$ cat config.mk
export PLATFORM = sky130hd
export DESIGN_NAME = pipeline_hazard_controller
export DESIGN_NICKNAME = d
export VERILOG_FILES = /design/src/rtl/pipeline_hazard_controller_pkg.sv /design/src/rtl/pipeline_hazard_controller_perf_counters.sv /design/src/rtl/pipeline_hazard_controller.sv
export SDC_FILE = /design/constraint.sdc
export NUM_CORES = 1
export LEC_CHECK = 0
export CAP_MARGIN = 10
export CORE_UTILIZATION = 37
export DETAILED_ROUTE_END_ITERATION = 8
export GPL_ROUTABILITY_DRIVEN = 0
export MAX_ROUTING_LAYER = met4
export PLACE_DENSITY_LB_ADDON = 0.1
export SKIP_CTS_REPAIR_TIMING = 1
export SLEW_MARGIN = 20
export SYNTH_ARGS = -nofsm -noshare
export SYNTH_HDL_FRONTEND = slang
export SYNTH_HIERARCHICAL = 1
export SYNTH_SLANG_ARGS = --single-unit
$ cat constraint.sdc
create_clock -name clock -period 2.44 [get_ports clock]
set_input_delay 0.488 -clock clock [delete_from_list [all_inputs] [get_ports clock]]
set_output_delay 0.488 -clock clock [all_outputs]
set_load 0.005 [all_outputs]
$ cat src/rtl/pipeline_hazard_controller_pkg.sv
// pipeline_hazard_controller_pkg: shared state encoding for the pipeline hazard sequencer
package pipeline_hazard_controller_pkg;
  typedef enum logic [1:0] {
    HZ_RUN      = 2'b00,
    HZ_MEM_WAIT = 2'b01,
    HZ_FLUSH    = 2'b10,
    HZ_BAD      = 2'b11
  } hz_state_t;
endpackage

$ cat src/rtl/pipeline_hazard_controller_perf_counters.sv
// pipeline_hazard_controller_perf_counters: saturating stall/flush/load-use event counters (HAZARD_PERF_EN only)
`ifdef HAZARD_PERF_EN
module pipeline_hazard_controller_perf_counters #(
  parameter int CNT_W = 16
) (
  input  logic             clock,
  input  logic             reset_n,
  input  logic             stall,
  input  logic             flush_ev,
  input  logic             lu_ev,
  output logic [CNT_W-1:0] stall_cycles,
  output logic [CNT_W-1:0] flush_events,
  output logic [CNT_W-1:0] load_use_events
);
  always_ff @(posedge clock or negedge reset_n)
    if (!reset_n) begin
      stall_cycles    <= '0;
      flush_events    <= '0;
      load_use_events <= '0;
    end else begin
      if (stall && !(&stall_cycles)) stall_cycles <= stall_cycles + 1'b1;
      if (flush_ev && !(&flush_events)) flush_events <= flush_events + 1'b1;
      if (lu_ev && !(&load_use_events)) load_use_events <= load_use_events + 1'b1;
    end
endmodule
`endif

$ cat src/rtl/pipeline_hazard_controller.sv
// pipeline_hazard_controller: stall/flush sequencer for the 5-stage pipeline (load-use, branch squash, memory wait).
// Defining HAZARD_PERF_EN adds saturating stall/flush/load-use performance counters.
module pipeline_hazard_controller
  import pipeline_hazard_controller_pkg::*;
#(
  parameter int REG_AW       = 4,
  parameter int FLUSH_CYCLES = 1
`ifdef HAZARD_PERF_EN
  , parameter int CNT_W      = 16
`endif
) (
  input  logic              clock,
  input  logic              reset_n,
  input  logic              ex_memread,
  input  logic [REG_AW-1:0] ex_rd,
  input  logic [REG_AW-1:0] id_rs1,
  input  logic [REG_AW-1:0] id_rs2,
  input  logic              ex_br_taken,
  input  logic              mem_req,
  input  logic              mem_ack,
  output logic              pc_write,
  output logic              ifid_write,
  output logic              idex_write,
  output logic              exmem_write,
  output logic              ifid_flush,
  output logic              idex_flush,
`ifdef HAZARD_PERF_EN
  output logic [CNT_W-1:0]  stall_cycles,
  output logic [CNT_W-1:0]  flush_events,
  output logic [CNT_W-1:0]  load_use_events,
`endif
  output logic [1:0]        ctrl_state
);
  hz_state_t  state, state_nx;
  logic [2:0] flush_cnt, flush_cnt_nx;
  logic       resume_flush, resume_nx;
  logic       load_use, stall_mem, run_mode, freeze, flush, br_acc, lu_acc;
  assign load_use  = ex_memread && ex_rd != '0 && (ex_rd == id_rs1 || ex_rd == id_rs2);
  assign stall_mem = mem_req && !mem_ack;
  assign run_mode  = state == HZ_RUN || state == HZ_BAD;
  assign br_acc    = run_mode && !stall_mem && ex_br_taken;
  assign lu_acc    = run_mode && !stall_mem && !ex_br_taken && load_use;
  // MEM_WAIT freezes the whole pipe even on the ack cycle; held instructions replay afterwards
  assign freeze    = state == HZ_MEM_WAIT || stall_mem;
  assign flush     = !freeze && (state == HZ_FLUSH || br_acc);
  assign pc_write    = reset_n && !freeze && !lu_acc;
  assign ifid_write  = reset_n && !freeze && !lu_acc;
  assign idex_write  = reset_n && !freeze;
  assign exmem_write = reset_n && !freeze;
  assign ifid_flush  = !reset_n || flush;
  assign idex_flush  = !reset_n || flush || lu_acc;
  assign ctrl_state  = state;
  always_comb begin
    state_nx     = HZ_RUN;
    flush_cnt_nx = flush_cnt;
    resume_nx    = resume_flush;
    case (state)
      HZ_RUN: begin
        if (stall_mem) begin
          state_nx  = HZ_MEM_WAIT;
          resume_nx = 1'b0;
        end else if (ex_br_taken && FLUSH_CYCLES > 1) begin
          state_nx     = HZ_FLUSH;
          flush_cnt_nx = 3'(FLUSH_CYCLES - 1);
        end
      end
      HZ_MEM_WAIT: state_nx = !mem_ack ? HZ_MEM_WAIT : resume_flush ? HZ_FLUSH : HZ_RUN;
      HZ_FLUSH: begin
        if (stall_mem) begin
          state_nx  = HZ_MEM_WAIT;
          resume_nx = 1'b1;
        end else begin
          flush_cnt_nx = flush_cnt - 1'b1;
          state_nx     = flush_cnt > 3'd1 ? HZ_FLUSH : HZ_RUN;
        end
      end
      default: state_nx = HZ_RUN;
    endcase
  end
  always_ff @(posedge clock or negedge reset_n)
    if (!reset_n) begin
      state        <= HZ_RUN;
      flush_cnt    <= '0;
      resume_flush <= 1'b0;
    end else begin
      state        <= state_nx;
      flush_cnt    <= flush_cnt_nx;
      resume_flush <= resume_nx;
    end
`ifdef HAZARD_PERF_EN
  pipeline_hazard_controller_perf_counters #(.CNT_W(CNT_W)) u_perf (
    .clock           (clock),
    .reset_n         (reset_n),
    .stall           (!pc_write),
    .flush_ev        (br_acc),
    .lu_ev           (lu_acc),
    .stall_cycles    (stall_cycles),
    .flush_events    (flush_events),
    .load_use_events (load_use_events)
  );
`endif
endmodule

Yosys cells after proc, flatten, opt, wreduce, memory -nomap -nowiden:

Cells that the tools add are included.

* output and inout bits: 8
* logic and storage cells: 49
* input bits: 18
* flip-flop bits (word level): 6

* bitwise logic cells: 1
* equality and inequality tests: 7
* magnitude comparators: 1
* add/subtract/negate cells: 1
* reductions and logical operators: 27
* muxes and demuxes: 9

Operator list (number)
* logical AND 1 bit: 10
* equality test 4 bit: 2
* 2-to-1 mux 2 bit: 4
* logical NOT 1 bit: 6
* logical OR 1 bit: 6
* one-hot mux 2 bit (3 select lines): 1
* equality test 2 bit (second input constant): 2
* inequality test 2 bit (second input constant): 2
* nonzero test 4 bit: 1
* > comparator 3 x 1 -> 1 bit (second input constant): 1
* 2-to-1 mux 1 bit: 3
* AND reduction 3 bit: 1
* subtractor 3 x 1 -> 3 bit (second input constant): 1
* equality test 2 x 1 -> 1 bit (second input constant): 1
* logical NOT 2 bit: 1
* one-hot mux 1 bit (2 select lines): 1
* AND reduction 2 bit: 1
* nonzero test 2 bit: 1
* NOT 1 bit: 1

Longest topological paths before layout:

* depth after elaboration: 9
* gate-level depth with buffers: 7
* mapped depth without buffers: 6

Least setup slack after synthesis:

No wires, ideal clock.

* path kind: flip-flop to output port
* start: reg state[0] (netlist: ctrl_state[0])
* end: out pc_write
* data required time: 1.952 ns
* cell stages (with the launch flop): 8
* arrival time: 1.499 ns
* setup slack: 0.453 ns
* cell sequence: dfrtp_1 inv_1 ha_1 nor2_1 nand2_1 a2111oi_2 nor2b_1 buf_4

* cells in the longest elaborated chain, start to end: 7
* elaborated cells between the ends (all ways): 12
* those cells by class: eq/ne (2); reduce/logical (10)

RTL lines
* start, declared: RTL line pipeline_hazard_controller.sv:34 `hz_state_t state, state_nx;`
* start signal, assigned: RTL line pipeline_hazard_controller.sv:86 `state <= state_nx;`
* equality test 2 bit or logical NOT 2 bit (tied branches): RTL line pipeline_hazard_controller.sv:40 `assign run_mode = state == HZ_RUN || state == HZ_BAD;`
* logical OR 1 bit: RTL line pipeline_hazard_controller.sv:40
* logical AND 1 bit (3 in a row): RTL line pipeline_hazard_controller.sv:42 `assign lu_acc = run_mode && !stall_mem && !ex_br_taken && load_use;`
* logical NOT 1 bit
* logical AND 1 bit *
* end, declared: RTL line pipeline_hazard_controller.sv:21 `output logic pc_write,`

Every way passes the cells marked *; elsewhere a longest branch is shown, timed or not.

Worst setup path after layout:

* start: in id_rs1[2]
* end: out idex_flush

* cells in the longest elaborated chain, start to end: 5

RTL lines
* start, declared: RTL line pipeline_hazard_controller.sv:16 `input logic [REG_AW-1:0] id_rs1,`
* equality test 4 bit: RTL line pipeline_hazard_controller.sv:38 `assign load_use = ex_memread && ex_rd != '0 && (ex_rd == id_rs1 || ex_rd == id_rs2);`
* logical OR 1 bit: RTL line pipeline_hazard_controller.sv:38
* logical AND 1 bit: RTL line pipeline_hazard_controller.sv:38
* logical AND 1 bit: RTL line pipeline_hazard_controller.sv:42
* logical OR 1 bit: RTL line pipeline_hazard_controller.sv:51 `assign idex_flush = !reset_n || flush || lu_acc;`
* end, declared: RTL line pipeline_hazard_controller.sv:26 `output logic idex_flush,`

Every way passes these cells.

==> results.sh <==
export IMPL_synth_avg_cell_area_um2=9.29
export IMPL_worstMarginPinSlew_ns=0.463
export IMPL_drt_total_wl_um=1150
export IMPL_crit_chain="clkdlybuf4s50_1 > xnor2_1 > nand4_1 > a2111oi_4 > or2_1 > clkbuf_2"
export IMPL_wl_met1_um=557
export IMPL_clock_latency_ns=0.23
export IMPL_synth_area_um2=502
export IMPL_post_route_util_pct=73.1
export IMPL_dr_wl_met2_um=501
export IMPL_place_inst=98
export IMPL_antenna_cells=0
export IMPL_p_clk_share_pct=29.8
export IMPL_ys_warn_count=6
export IMPL_grt_start_max_net_pins=8
export IMPL_tns_ns=0
export IMPL_drc=0
export IMPL_first_iter_violations=4
export IMPL_nets=113
export IMPL_cp_max_fo=2
export IMPL_ys_seq_elements=6
export IMPL_synth_fp_nets=78
export IMPL_mostFrequentLayoutCell="clkdlybuf4s50_1"
export IMPL_maxSlewViolCount=0
export IMPL_fin_crit_ns=2.38
export IMPL_layout_drive_gt1_share_pct=20.7
export IMPL_antenna_found_initial=0
export IMPL_route_met3_wl_um=87
export IMPL_cts_tree="done"
export IMPL_arrival_ns=1.89
export IMPL_skew_ns=0.00192
export IMPL_setup_ws_ns=0.0618
export IMPL_synthCells=54
export IMPL_cts_root_buf="clkbuf_4"
export IMPL_worstReg2RegEnd="ctrl_state[1]"
export IMPL_worst_ep_required_time_ns=1.95
export IMPL_syn_to_final_growth_pct=72.8
export IMPL_start_util_pct=42.3
export IMPL_r2r_cells=5
export IMPL_cellLeakagePower_uw=0.000452
export IMPL_dieArea_mm2=0.00151
export IMPL_place_hpwl_um=908
export IMPL_nFillCells=94
export IMPL_power_switching_uw=64.6
export IMPL_final_cells=101
export IMPL_cp_top_family="buffers and inverters"
export IMPL_synthFlopType="dfrtp_1"
export IMPL_total_power_uw=281
export IMPL_p_int_uw=216
export IMPL_timing_final_crit_share_pct=97.5
export IMPL_grt_overflow=0
export IMPL_dr_pass1_iters=2
export IMPL_via_per_inst=4.64
export IMPL_crit_type="in -> out"
export IMPL_clk_pin_slew_worst_paths_ns=0.04
export IMPL_hold_start="flush_cnt[2]"
export IMPL_cts_buffer_depth=2
export IMPL_max_slew_margin_pct=68.9
export IMPL_antenna_left=0
export IMPL_cp_num_buf_inv=2
export IMPL_critPathLaunchType="input port"
export IMPL_grt_pass1_wl_um=1750
export IMPL_preCtsSetupSlack_ns=-0.397
export IMPL_finalSetupViolCount=0
export IMPL_synth_edf_count=0
export IMPL_critPathMaxStageDelay_ns=0.47
export IMPL_dr_total_vias=469
export IMPL_cap_violations=0
export IMPL_rsz0062_at_grt="true"
export IMPL_cts_sink_count=6
export IMPL_rows=12
export IMPL_grt_pass1_vias=453
export IMPL_synth_cell_types=20
export IMPL_io_buffers=25
export IMPL_boundaryPins=26
export IMPL_top_layer_used="met3"
export IMPL_vdd_drop_max_v=0.000273
export IMPL_wire_per_inst_um=11.4
export IMPL_async_flop_share_pct=100
export IMPL_final_cell_mix="clkdlybuf4s50_1, xnor2_1, dlymetal6s2s_1"
export IMPL_powerDensity_mw_per_mm2=324
export IMPL_cp_slowest_cell="clkdlybuf4s50_1"
export IMPL_switching_share_pct=23.0
export IMPL_grt_usage_pct=17.5
export IMPL_die_width_um=38.8
export IMPL_worstHoldPathCells=1
export IMPL_htree_levels=1
export IMPL_whs_endpoint="flush_cnt[2]"
export IMPL_cts_buffers=3
export IMPL_coreArea_mm2=0.00119
export IMPL_endpoint_kind="primary output"
export IMPL_die_y_um=38.8
export IMPL_seqPwrFrac_pct=36.3
export IMPL_hold_path_class="reg -> reg"
export IMPL_yosysSeqAreaShare_pct=29.9
export IMPL_fmax_mhz=420
export IMPL_hold_viol_final=0
export IMPL_combPwrFrac_pct=33.9
export IMPL_rrSetupSlack_ns=1.06
export IMPL_status="complete, no violations"
export IMPL_rr_startpoint="ctrl_state[0]"
routing by layer:
layer  global-route usage, %  vias up
li1                        -      249
met1                    20.9      198
met2                    30.4       22
met3                   0.578        0
met4                    7.76        0
met5                       -        -
per-stage QoR:
step	instance area [um2]	hold WS, ns
final	867	0.463
after global placement	807	0.459
after CTS	830	0.470
after floorplan	502	0.192
after detailed placement	807	0.460
after global routing	867	0.498
how the worst max path moves through the flow:
stage | startpoint | to | cells past startpoint
CTS | ex_rd[0] | idex_flush | 6
detailed placement | ex_rd[0] | idex_flush | 6
global placement | ex_rd[2] | idex_flush | 6
global route | id_rs1[2] | idex_flush | 6
finish | id_rs1[2] | idex_flush | 6
floorplan | ctrl_state[0] | pc_write | 7
cell type report:
cell class,instances,area (um2),share of cell area [%]
inverters,6,22.5,2.60
clock buffers,3,22.5,2.60
flip-flops and latches,6,150,17.3
well taps,14,17.5,2.02
repair buffers,32,310,35.8
multi-input cells,40,344,39.7
logic make-up (layout without fill, tap and decap cells):
kind of cell               Yosys count  after routing  synth area share, %
AOI/OAI and AO/OA                   10             10                 13.7
xor gates and xnor gates            10             10                 19.0
adders and majority gates            6              6                 15.0
buffers and inverters                8             41                 7.48
DFF                                  6              6                 29.9
and+or+nand+nor                     14             14                 15.0
flip-flops by register name (all words and copies together), names as in the netlist:
register / cells
ctrl_state: 2
flush_cnt: 3
resume_flush: 1
power by group through the flow:
stage          Combinational (uW)  Sequential [uW]  Clock (uW)
4_1_cts                      96.9              102        89.5
6_report                     95.2              102        83.6
3_3_place_gp                 96.0              103           0
2_1_floorplan                34.6              104           0
3_5_place_dp                 96.2              103           0
5_1_grt                       103              102        92.1
cell usage after synthesis, types with 2 or more instances:
library cell | n | area share, %
nor2_1 | 2 | 1.5
xnor2_1 | 9 | 16
inv_1 | 6 | 4.5
nand4_1 | 2 | 2.5
a21oi_1 | 4 | 4.0
buf_4 | 2 | 3.0
nand2_1 | 3 | 2.2
o21ai_0 | 2 | 2.0
dfrtp_1 | 6 | 30
nor2b_1 | 3 | 3.7
ha_1 | 6 | 15
No activity file was read; power rests on OpenSTA's default activity.
